--- src/rtl/wb_regfile_stage.sv ---
// Writeback stage with GPR file, HI/LO, SYSCALL print/halt FSM and retired counter.
// Optional same-cycle write-to-read forwarding is enabled by defining WB_BYPASS_EN.
module wb_regfile_stage #(
    parameter logic [31:0] HALT_CODE = 32'd10,
    parameter int          CNT_W     = 32
) (
    input  logic             clk,
    input  logic             rst,
    input  logic             EN,
    input  logic             wb_valid,
    input  logic             RegWrite,
    input  logic             LOWrite,
    input  logic             HIWrite,
    input  logic             JAL,
    input  logic             SYSCALL,
    input  logic             MemToReg,
    input  logic [4:0]       WbRegNum,
    input  logic [31:0]      PC,
    input  logic [31:0]      R1,
    input  logic [31:0]      R2,
    input  logic [31:0]      MemData,
    input  logic [4:0]       rs_addr,
    input  logic [4:0]       rt_addr,
    output logic [31:0]      rs_data,
    output logic [31:0]      rt_data,
    output logic [31:0]      hi,
    output logic [31:0]      lo,
    output logic             halted,
    output logic             out_valid,
    output logic [31:0]      out_data,
    output logic [CNT_W-1:0] retired
);

    typedef enum logic {RUN, HALT} state_t;

    state_t            r_state;
    state_t            w_state_next;
    logic [31:0]       r_gpr [32];
    logic [31:0]       r_hi;
    logic [31:0]       r_lo;
    logic              r_out_valid;
    logic [31:0]       r_out_data;
    logic [CNT_W-1:0]  r_retired;

    logic              w_commit;
    logic              w_we;
    logic [4:0]        w_waddr;
    logic [31:0]       w_wdata;
    logic              w_halt_req;
    logic              w_print;

    assign w_commit   = EN & wb_valid & (r_state == RUN);
    assign w_we       = w_commit & (JAL | (RegWrite & (WbRegNum != 5'd0)));
    assign w_waddr    = JAL ? 5'd31 : WbRegNum;
    assign w_wdata    = JAL ? (PC + 32'd4) : (MemToReg ? MemData : R1);
    // SYSCALL decisions use the pre-commit register contents
    assign w_halt_req = w_commit & SYSCALL & (r_gpr[2] == HALT_CODE);
    assign w_print    = w_commit & SYSCALL & (r_gpr[2] != HALT_CODE);

    always_comb begin
        w_state_next = r_state;
        if (r_state == RUN && w_halt_req)
            w_state_next = HALT;
    end

    always_ff @(posedge clk or posedge rst) begin
        if (rst) begin
            r_state     <= RUN;
            r_hi        <= 32'd0;
            r_lo        <= 32'd0;
            r_out_valid <= 1'b0;
            r_out_data  <= 32'd0;
            r_retired   <= '0;
            for (int i = 0; i < 32; i++)
                r_gpr[i] <= 32'd0;
        end else begin
            r_state     <= w_state_next;
            r_out_valid <= w_print;
            if (w_print)
                r_out_data <= r_gpr[4];
            if (w_we)
                r_gpr[w_waddr] <= w_wdata;
            if (w_commit && LOWrite)
                r_lo <= R1;
            if (w_commit && HIWrite)
                r_hi <= R2;
            if (w_commit)
                r_retired <= r_retired + 1'b1;
        end
    end

`ifdef WB_BYPASS_EN
    always_comb begin
        rs_data = (rs_addr == 5'd0) ? 32'd0 : r_gpr[rs_addr];
        rt_data = (rt_addr == 5'd0) ? 32'd0 : r_gpr[rt_addr];
        if (w_we && rs_addr == w_waddr && rs_addr != 5'd0)
            rs_data = w_wdata;
        if (w_we && rt_addr == w_waddr && rt_addr != 5'd0)
            rt_data = w_wdata;
    end
`else
    always_comb begin
        rs_data = (rs_addr == 5'd0) ? 32'd0 : r_gpr[rs_addr];
        rt_data = (rt_addr == 5'd0) ? 32'd0 : r_gpr[rt_addr];
    end
`endif

    assign hi        = r_hi;
    assign lo        = r_lo;
    assign halted    = (r_state == HALT);
    assign out_valid = r_out_valid;
    assign out_data  = r_out_data;
    assign retired   = r_retired;

endmodule

--- config.mk ---
export PLATFORM = sky130hd
export DESIGN_NAME = wb_regfile_stage
export DESIGN_NICKNAME = d
export VERILOG_FILES = /design/src/rtl/wb_regfile_stage.sv
export SDC_FILE = /design/constraint.sdc
export NUM_CORES = 2
export LEC_CHECK = 0
export CORE_UTILIZATION = 30
export CTS_CLUSTER_SIZE = 28
export DETAILED_ROUTE_END_ITERATION = 8
export PLACE_DENSITY = 0.45
export SETUP_SLACK_MARGIN = 0.5
export SLEW_MARGIN = 20
export SYNTH_ARGS = -nofsm -noshare
export SYNTH_HDL_FRONTEND = slang
export SYNTH_SLANG_ARGS = --single-unit
--- constraint.sdc ---
create_clock -name clk -period 53.6 [get_ports clk]
set_clock_uncertainty 0.2 [all_clocks]
set_input_delay 10.72 -clock clk [delete_from_list [all_inputs] [get_ports clk]]
set_output_delay 10.72 -clock clk [all_outputs]
set_load 0.01 [all_outputs]
**Word level (Yosys, flattened, before mapping)**

Index checks and enable logic that the tools add are counted.

- Equal/unequal tests: 2
- Reductions and logical operators: 7
- $add $sub $neg: 2
- $lt $le $gt $ge: 4
- Bitwise gates (word level): 12
- Mux-type cells: 14

Operators with widths:

| kind | number |
|---|---|
| 1024-bit bitwise mux | 1 |
| 32-bit binary-select mux with 5-bit select | 2 |
| 32-bit two-way mux | 9 |
| 32-bit demux with 5-bit select | 1 |
| 32-bit by 1-bit adder with 32-bit output, second input constant | 1 |
| 32-bit by 3-bit adder with 32-bit output, second input constant | 1 |
| 32-bit by 4-bit == test with 1-bit output, second input constant | 1 |
| 32-bit by 4-bit inequality test with 1-bit output, second input constant | 1 |
| 6-bit greater-or-equal comparator, second input constant | 3 |
| 5-bit inverter with 6-bit output | 3 |
| 5-bit zero test | 2 |
| 1-bit bitwise AND | 7 |
| 6-bit by 1-bit < comparator with 1-bit output, second input constant | 1 |
| 5-bit two-way mux | 1 |
| 5-bit nonzero test | 1 |
| 1-bit logical AND | 4 |
| 1-bit inverter | 1 |
| 1-bit bitwise OR | 1 |

- Word-level logic and storage cells: 79
- Input port bits: 153
- Register bits: 1154
- Output and inout bits: 194

**Depth between registers and ports, before layout**

- Depth in word-level cells: 7
- Depth in mapped cells: 9
- Gate-level depth less buffers: 6

**Worst setup path after synthesis**

Ideal clock, no wire load.

- Path kind: input-to-output
- Start point: in rt_addr[0]
- End point: out rt_data[10]
- Arrival time: 12.375 ns
- Data required time: 42.680 ns
- Buffers on the path: 4
- Stages on the path: 7
- Setup slack: 30.305 ns
- Path through: buf_2 -> buf_2 -> buf_4 -> buf_2 -> mux4_2 -> a211oi_1 -> nor4_1

- Cells in the longest elaborated chain, start to end: 5
- Elaborated cells between the ends (all ways): 6
- Those cells by class: mux (4); bitwise (1); reduce/logical (1)

RTL lines:

| element | RTL line | source |
|---|---|---|
| start: declaration | 23 | `input logic [4:0] rt_addr,` |
| 5-bit inverter with 6-bit output (not written as such) | 104 | `rt_data = (rt_addr == 5'd0) ? 32'd0 : r_gpr[rt_addr];` |
| 32-bit binary-select mux with 5-bit select | 104 |  |
| 32-bit two-way mux (not written as such) (2 in a row) | 104 |  |
| 32-bit two-way mux (*) | 104 |  |
| end: declaration | 25 | `output logic [31:0] rt_data,` |

Every way passes the cells marked *; elsewhere a longest branch is shown, timed or not. The select of a mux whose other input is x is not followed.

**Final worst setup path**

- Start point: in rs_addr[0]
- End point: out rs_data[30]

- Cells in the longest elaborated chain, start to end: 5
- Elaborated cells between the ends (all ways): 6
- Those cells by class: mux (4); bitwise (1); reduce/logical (1)

RTL lines:

| element | RTL line | source |
|---|---|---|
| start: declaration | 22 | `input logic [4:0] rs_addr,` |
| 5-bit inverter with 6-bit output (not written as such) | 103 | `rs_data = (rs_addr == 5'd0) ? 32'd0 : r_gpr[rs_addr];` |
| 32-bit binary-select mux with 5-bit select | 103 |  |
| 32-bit two-way mux (not written as such) (2 in a row) | 103 |  |
| 32-bit two-way mux (*) | 103 |  |
| end: declaration | 24 | `output logic [31:0] rs_data,` |

Marks and branches as above.

==> impl_metrics.tcl <==
set metrics [dict create \
    cts-root-buf "clkbuf_16" \
    hold_viol_final 0 \
    crit_required_ps 42680 \
    endpoint_kind "output port" \
    relSlewSlack 0.219 \
    grt_max_degree 165 \
    vias_per_cell 5.31 \
    avgSynthCellArea_um2 11.3 \
    drt-initial-drc-count 3292 \
    max_cap_violations 0 \
    tightest_slew_ps 1170 \
    dieArea_um2 195000 \
    drt_wl_total_um 206000 \
    status "finished clean" \
    period_needed_ps 27320 \
    async_flop_share 1.00 \
    r2r_cells 6 \
    start_util 0.302 \
    num_rows 161 \
    slowest_stage "a221oi_1" \
    cpMostUsedCell "buf_4" \
    postRouteAntennaNets 0 \
    io_buffers 346 \
    first_pass_iters 6 \
    setup_tns_ps 0 \
    min_path_type "register to register" \
    die_x_um 442 \
    cts_tree "done" \
    cts.clk_slew.worst_paths_ps 50 \
    syn-num-nets 5307 \
    cts_buffers 146 \
    max_freq_mhz 36.6 \
    num_vias 41800 \
    cp.buffers_inverters 6 \
    power.leakage_nw 28.7 \
    wl_per_cell_um 26.2 \
    syn_inst 5152 \
    hold_path_depth 0 \
    post-route-util 0.359 \
    fin_area_um2 69000 \
    nets 5389 \
    clkPwrFrac 0.438 \
    synth_edf_count 0 \
    die-height_um 442 \
    cts_resized 0 \
    crit_chain "buf_8 > buf_4 > buf_4 > buf_4 > buf_4 > mux4_2 > mux2i_1 > a221oi_1 > clkdlybuf4s50_1" \
    cpPeakStageDelay_ps 1000 \
    p_seq_frac 0.424 \
    critPathArrivalTime_ps 16400 \
    switchingPower_mw 0.645 \
    yosysSeqAreaShare 0.497 \
    ioPinCount 347 \
    rsz0062_at_grt "false" \
    dp_hpwl_um 130000 \
    drc 0 \
    synth_flop_cell "dfrtp_1" \
    clockBufferDepth 3 \
    period_share 0.510 \
    synth_area_um2 58100 \
    syn2layout_area_growth_pct 18.7 \
    dpl_cell_area_um2 64000 \
    clock-sinks 1154 \
    core-area_um2 192000 \
    endpoint "rs_data[30]" \
    startpoint_type "primary input" \
    gp_congestion 0.799 \
    post_cts_buffers 0 \
    crit_start "rs_addr[0]" \
    combPwrFrac 0.139 \
    layout-drive-gt1-share 0.204 \
    internal_power_mw 1.73 \
    grt_overflow 0 \
    htree_levels 4 \
    fin_ws_ps 26280 \
    hold_ws_ps 171 \
    synth_warnings 0 \
    p_sw_frac 0.272 \
    slew_viol_final 0 \
    r2r-end "r_gpr[196]$_DFFE_PP0P_" \
    insertion_delay_ps 780 \
    power-per-cell-area_nw_per_um2 34.4 \
    grt_first_pass_wirelength_um 306000 \
    r2r-start "halted$_DFFE_PP0P_" \
    synth-seq-cells 1154 \
    grt_util_all_layers 0.211 \
    antenna_found_initial 9 \
    path_delay_family "buffers and inverters" \
    ctsHoldBuffers 0 \
    crit_type "primary input to output port" \
    regToRegSetupSlack_ps 49880 \
    place_ws_ps 26120 \
    grt_pass1_vias 42400 \
    setup_viol 0 \
    cp_num_cells 9 \
    ir_worst_vdd_mv 0.0231 \
    crit_path_max_fanout 45 \
    synthDistinctLibCells 59 \
]
==> layout make-up <==
type | instances | area, um^2
Antenna cell | 6 | 15.0
Clock buffer | 205 | 4220
Clock inverter | 48 | 773
Fill cell | 18900 | 123000
Inverter | 15 | 68.8
Multi-Input combinational cell | 3449 | 27500
Sequential cell | 1154 | 28900
Tap cell | 2526 | 3160
Timing Repair Buffer | 468 | 4400
==> layout by cell type, fill, tap and decap left out, types with 51 or more instances in the layout <==
cell and n:
buf_4 125, clkbuf_16 151, clkdlybuf4s50_1 335, dfrtp_1 1154, mux2_2 163, mux2i_1 113
mux4_2 480, nand2_1 1099, nor2b_1 51, o21ai_0 984, o22ai_1 64
==> power groups by stage <==
stage	Clock, mW	Sequential [mW]	Combinational [mW]
global placement	0	1.02	0.331
detailed placement	0	1.02	0.333
CTS	1.07	1.00	0.334
global route	1.10	1.02	0.359
floorplan	0	1.01	0.197
finish	1.04	1.01	0.329
==> per-layer routing <==
layer	track usage	up-vias	wire, um
met4	0.0559	4	4920
li1	-	18900	-
met3	0.0411	264	11300
met1	0.294	21600	93600
met2	0.336	1056	96200
met5	0	-	27
==> Yosys cell counts, drive strengths merged, types with 3 or more instances <==
library cell	instances	area, um^2
nand3b	4	30.0
a31oi	5	31.3
nor2b	53	332
or2	3	18.8
xnor2	32	280
clkbuf	423	1590
o22ai	64	400
mux4	480	10800
nor2	37	141
xor2	17	149
nor4	44	303
buf	111	532
a21o	4	30.0
a21oi	24	120
dfrtp	1154	28900
and4	6	52.6
a31o	3	26.3
nand2b	8	50.1
inv	15	56.3
o21ai	1009	5050
mux2i	113	1130
nand3	34	190
o2111a	32	360
a211oi	52	390
a22oi	25	188
mux2	163	1840
nand2	1115	4210
o31ai	3	22.5
a221oi	41	359
and3	9	56.3
nor3	17	90.1
nand4	24	171
and2	8	50.1
==> state kept, by name, indices dropped and copies added (netlist names) <==
register,flops
out_data,32
out_valid,1
hi,32
r_gpr,1024
lo,32
retired,32
halted,1
==> kinds of logic (layout without fill, tap and decap cells) <==
| family | Yosys count | after routing | share of synthesized area |
|---|---|---|---|
| compound gates | 1271 | 1271 | 0.121 |
| mux | 756 | 756 | 0.237 |
| flops | 1154 | 1154 | 0.497 |
| simple gates | 1371 | 1371 | 0.0993 |
| xor+xnor | 49 | 49 | 0.00738 |
| fa+ha+maj | 2 | 2 | 0.000431 |
| buf+inv | 549 | 736 | 0.0374 |
| other cells | 0 | 6 | 0 |
==> how the worst min path moves through the flow <==
stage                       startpoint                 endpoint  slack, ps
2_1_floorplan  r_gpr[1000]$_DFFE_PP0P_  r_gpr[1000]$_DFFE_PP0P_        220
6_report       r_gpr[1010]$_DFFE_PP0P_  r_gpr[1010]$_DFFE_PP0P_        170
3_5_place_dp    r_gpr[993]$_DFFE_PP0P_   r_gpr[993]$_DFFE_PP0P_        160
4_1_cts        r_gpr[1010]$_DFFE_PP0P_  r_gpr[1010]$_DFFE_PP0P_        180
5_1_grt        r_gpr[1015]$_DFFE_PP0P_  r_gpr[1015]$_DFFE_PP0P_        180
3_3_place_gp   r_gpr[1023]$_DFFE_PP0P_  r_gpr[1023]$_DFFE_PP0P_        160
==> stage by stage <==
step / instances / total power, mW
detailed placement: 7612 / 1.35
floorplan: 5152 / 1.20
CTS: 7865 / 2.40
global route: 7866 / 2.47
finish: 7871 / 2.37
global placement: 7612 / 1.35
Note: power is estimated with default switching activity, not from simulation.
